==> config.mk <==
export PLATFORM = sky130hd
export DESIGN_NAME = hilo_mult
export DESIGN_NICKNAME = d
export VERILOG_FILES = /design/src/rtl/hilo_mult.sv
export SDC_FILE = /design/constraint.sdc
export NUM_CORES = 1
export LEC_CHECK = 0
export CAP_MARGIN = 40
export CORE_MARGIN = 1.5
export CORE_UTILIZATION = 35
export DETAILED_ROUTE_END_ITERATION = 7
export GPL_TIMING_DRIVEN = 0
export SLEW_MARGIN = 40
export SYNTH_ARGS = -nofsm -noshare
export SYNTH_HDL_FRONTEND = slang
export SYNTH_SLANG_ARGS = --single-unit
export TNS_END_PERCENT = 5
==> constraint.sdc <==
create_clock -name clk -period 3.7 [get_ports clk]
set_input_delay 0.74 -clock clk [delete_from_list [all_inputs] [get_ports clk]]
set_output_delay 0.74 -clock clk [all_outputs]
set_load 0.01 [all_outputs]
==> src/rtl/hilo_mult.sv <==
// HI/LO register pair with a sequential radix-2 shift-add multiplier.
// MULT/MULTU take WIDTH+1 cycles; MTHI/MTLO write directly while idle.
module hilo_mult #(
  parameter int WIDTH = 32
) (
  input  logic             clk,
  input  logic             rst_n,
  input  logic             start_mult,
  input  logic             mult_sign,
  input  logic [WIDTH-1:0] src_a,
  input  logic [WIDTH-1:0] src_b,
  input  logic             hi_we,
  input  logic             lo_we,
  input  logic [WIDTH-1:0] wdata,
  output logic [WIDTH-1:0] hi,
  output logic [WIDTH-1:0] lo,
  output logic             busy,
  output logic             done
);

  localparam int CW = $clog2(WIDTH + 1);
  localparam int PW = 2 * WIDTH;

  typedef enum logic [1:0] {
    IDLE,
    RUN,
    SIGN
  } state_e;

  state_e          state_q;
  logic [CW-1:0]   cnt_q;
  logic [WIDTH-1:0] mcand_q;
  logic [WIDTH-1:0] mplier_q;
  logic [PW-1:0]   acc_q;
  logic            neg_q;
  logic            done_q;
  logic [WIDTH-1:0] hi_q;
  logic [WIDTH-1:0] lo_q;

  logic [WIDTH-1:0] mag_a;
  logic [WIDTH-1:0] mag_b;
  logic             neg_d;
  logic [WIDTH:0]   sum;
  logic [PW-1:0]    acc_d;
  logic [PW-1:0]    prod;
  logic             last;

  // Most-negative input maps onto itself, which is the correct unsigned magnitude.
  always_comb begin
    mag_a = src_a;
    mag_b = src_b;
    if (mult_sign && src_a[WIDTH-1]) mag_a = -src_a;
    if (mult_sign && src_b[WIDTH-1]) mag_b = -src_b;
    neg_d = mult_sign & (src_a[WIDTH-1] ^ src_b[WIDTH-1]);
  end

  // Add into the upper half, then shift the whole accumulator right by one.
  always_comb begin
    sum = {1'b0, acc_q[PW-1:WIDTH]};
    if (mplier_q[0]) sum = sum + {1'b0, mcand_q};
    acc_d = {sum, acc_q[WIDTH-1:1]};
    prod  = neg_q ? -acc_q : acc_q;
    last  = (cnt_q == CW'(WIDTH - 1));
  end

  always_ff @(posedge clk or negedge rst_n) begin
    if (!rst_n) begin
      state_q  <= IDLE;
      cnt_q    <= '0;
      mcand_q  <= '0;
      mplier_q <= '0;
      acc_q    <= '0;
      neg_q    <= 1'b0;
      done_q   <= 1'b0;
      hi_q     <= '0;
      lo_q     <= '0;
    end else begin
      done_q <= 1'b0;
      unique case (state_q)
        IDLE: begin
          if (hi_we) hi_q <= wdata;
          if (lo_we) lo_q <= wdata;
          if (start_mult) begin
            mcand_q  <= mag_a;
            mplier_q <= mag_b;
            neg_q    <= neg_d;
            acc_q    <= '0;
            cnt_q    <= '0;
            state_q  <= RUN;
          end
        end
        RUN: begin
          acc_q    <= acc_d;
          mplier_q <= mplier_q >> 1;
          cnt_q    <= cnt_q + CW'(1);
          if (last) state_q <= SIGN;
        end
        SIGN: begin
          hi_q    <= prod[PW-1:WIDTH];
          lo_q    <= prod[WIDTH-1:0];
          done_q  <= 1'b1;
          cnt_q   <= '0;
          state_q <= IDLE;
        end
        default: state_q <= IDLE;
      endcase
    end
  end

  assign busy = (state_q != IDLE);
  assign done = done_q;
  assign hi   = hi_q;
  assign lo   = lo_q;

endmodule
==> summary.txt <==
Critical path
  – Critical Path Source Type: flop
  – R2R cell count: 11
  – Max stage delay cell, worst path: a221oi_1
  – Worst-path cell chain: ha_1 > inv_1 > fa_1 > nor2b_1 > o31ai_1 > a21oi_1 > o31ai_1 > a31oi_1 > a221oi_1 > or4_1 > nand3_1
  – Critical Path RT: a little over 4000 ps
  – Reg2reg start: acc_q[32]$_DFFE_PN0P_
  – WP data arrival: about 3900 ps
  – Crit Path Max Fanout: 8
  – CP bufs+invs: 1
  – CP Capture Type: flop
  – R2r setup slk: roughly 230 ps
  – Largest delay share family, worst path: compound AO/OA/AOI/OAI gates
  – Cell mode on critical path: o31ai_1
  – Crit path largest cell delay: 630 ps
  – Critical R2R Capture: acc_q[61]$_DFFE_PN0P_
  – Kind of critical path: reg -> reg

Layout
  – Most common cell after layout, fill and taps aside: dfrtp_1
  – Layout cell share with drive strength beyond 1: 0.0418
  – Ant diodes: 0
  – Nets: 1748
  – Final std cells w/o fill: roughly 2100
  – Final core occ: 0.443
  – Most frequent cells in the layout: dfrtp_1, nand2_1, o21ai_0, clkdlybuf4s50_1, nor2_1
  – Syn-to-layout area delta: 25.1%

Detailed routing
  – Met3 Wirelength: 2.27 mm
  – Vias: 11688
  – DR top layer: met4
  – Wl on met1: around 19 mm
  – Wire length per cell: between 15 and 20 um
  – Met2 routed wirelength: about 19 mm
  – DR vias/cell: around 5.6
  – 1st-iter DRT viols: a little under 800
  – Post-route antenna net violation count: 0
  – First-pass detailed-route iteration total: 5
  – # DRC: 0
  – Post-Route WL: slightly above 40 mm

Floorplan
  – Die X: between 150 and 200 um
  – Initial core utilization: 0.354
  – Core ar.: between 30000 and 40000 sq um
  – Die Area: between 30000 and 40000 sq um
  – I/O pin count: about 170
  – Die Ht: between 150 and 200 um
  – # rows: around 70

Synth
  – Post-synth EDFFs: 0
  – Top FF cell, synth: dfrtp_1
  – Syn. warnings: 0
  – Post-synthesis async set-or-reset flop share: 1.00
  – Syn avg cell area: ~8.9 sq um
  – Synthesized area: between 10000 and 15000 sq um
  – Mapped Nets: ~1600
  – Register bit total from synthesis: 202
  – Netlist cell types: between 60 and 70
  – Mapped Cells: around 1400
  – Post-synthesis sequential area ratio: 0.403

STA
  – WHS: about 85 ps
  – Fmax achieved: roughly 0.29 GHz
  – Max_slew headroom: 0.484
  – RSZ-0062 raised after global routing: no
  – Final Slew Violations: 0
  – Final setup vio count: 0
  – Slew @ Worst Pin: around 770 ps
  – Crit share post-route: 0.937
  – Tmin final: between 3000 and 4000 ps
  – Hold Vio Cnt, Final: 0
  – Worst clock skew: between 15 and 20 ps

GRT
  – Antenna violations before repair: 0
  – First-pass GRT wire length: 63.3 mm
  – Vias in the first global route: about 11000
  – Largest net degree at the start of global routing: just over 70
  – All-Layer GR Usage: 0.220
  – Overflow after GRT: 0

Power and ir drop
  – Power Density: roughly 660 nW/um^2
  – Leak: around 6.6 nW
  – Pwr Total: 10.4 mW
  – Sequential fraction of design power: 0.351
  – Switching Fraction: 0.399
  – Clk pwr share: 0.234
  – P_int: 6.24 mW
  – Peak supply drop: about 0.34 mV
  – NetSw: roughly 4.1 mW
  – Logic pwr share: 0.415

Flow run
  – Max-Cap Viols: 0

Placed design
  – Port Buf Inserts: around 170
  – Gpl congestion: 0.917
  – Post-DP HPWL: about 32 mm
  – DP Cell Count: ~2000

Clock tree
  – Clk_lat worst skew: 530 ps
  – Post-CTS resize count: 0
  – Clk root buf: clkbuf_16
  – Clock sinks: 202
  – CTS max path bufs: 3
  – H-tree depth: 1
  – CTS tree: built
  – CTS clock-pin slew for the worst setup and hold paths: roughly 60 ps
  – CTS Buf Count: 23
  – Hold-fix buffers at CTS: 0
  – Setup bufs post-CTS: 0

Outcome
  – Run status: finished clean

Worst hold path
  – Hold WC Path Type: in -> async
stage by stage:
step / cell area, sq um / setup WS [ps] / TNS, ps
floorplan: 12500 / 662 / 0
detailed placement: 14900 / 207 / 0
global placement: 14800 / -6760 / -1361140
finish: 15700 / 235 / 0
CTS: 15700 / 201 / 0
global route: 15700 / 57.3 / 0
Yosys cell counts (all sizes together) (21+ instances only):
library cell | instances | area (sq um)
a21o | 28 | 210
a21oi | 70 | 350
a22o | 35 | 307
a22oi | 43 | 323
clkbuf | 77 | 289
dfrtp | 202 | 5050
ha | 36 | 450
inv | 23 | 86.3
nand2 | 171 | 642
nor2 | 98 | 368
nor3 | 21 | 105
o21ai | 167 | 836
o31ai | 37 | 278
xnor2 | 53 | 464
xor2 | 80 | 701
kinds of logic (layout without fill, tap and decap cells):
family / Yosys count / after routing / share of synthesized area
mux: 21 / 21 / 0.0169
flops: 202 / 202 / 0.403
compound gates: 490 / 490 / 0.256
simple gates: 417 / 417 / 0.158
buf+inv: 115 / 325 / 0.0351
xor+xnor: 133 / 133 / 0.0930
fa+ha+maj: 37 / 37 / 0.0376
how the worst max path moves through the flow:
stage	startpoint	endpoint	slack, ps	depth (start not counted)
floorplan	acc_q[32]$_DFFE_PN0P_	hi[16]$_DFFE_PN0P_	660	9
global placement	rst_n	mplier_q[21]$_DFFE_PN0P_	-6760	1
detailed placement	acc_q[32]$_DFFE_PN0P_	acc_q[59]$_DFFE_PN0P_	210	11
finish	acc_q[32]$_DFFE_PN0P_	acc_q[61]$_DFFE_PN0P_	230	11
global route	acc_q[32]$_DFFE_PN0P_	acc_q[61]$_DFFE_PN0P_	60	11
CTS	acc_q[32]$_DFFE_PN0P_	acc_q[63]$_DFFE_PN0P_	200	11
power groups by stage:
stage	Clock, mW	Combinational [mW]	Sequential [mW]
2_1_floorplan	0	2.82	3.43
5_1_grt	2.56	4.78	3.73
3_3_place_gp	0	4.22	3.64
4_1_cts	2.46	4.30	3.62
3_5_place_dp	0	4.28	3.65
6_report	2.43	4.31	3.64
state kept, by name (all words and copies together) (netlist names):
name,cells
cnt_q,6
neg_q,1
mplier_q,32
mcand_q,32
hi,32
lo,32
state_q,2
done,1
acc_q,64
worst reg2reg max path: stages, from the launching register on:
cell and delay (ps):
dfrtp_1 470, ha_1 240, inv_1 70, fa_1 200, nor2b_1 70, o31ai_1 540, a21oi_1 200, o31ai_1 430
a31oi_1 230, a221oi_1 630, or4_1 200, nand3_1 70
layer usage:
layer  up-vias  track usage
met5         -            0
met4         0       0.0599
met3        65       0.0216
met2       408        0.357
met1      5600        0.313
li1       5615            -
cell type report:
class	count	area (sq um)
fill	3559	19700
multi-input combinational	1098	7050
sequential	202	5050
timing repair buffer	169	1750
clock buffer	30	672
tap	461	577
buffer	92	353
clock inverter	11	134
inverter	23	86.3
Note: power is estimated with default switching activity, not from simulation.
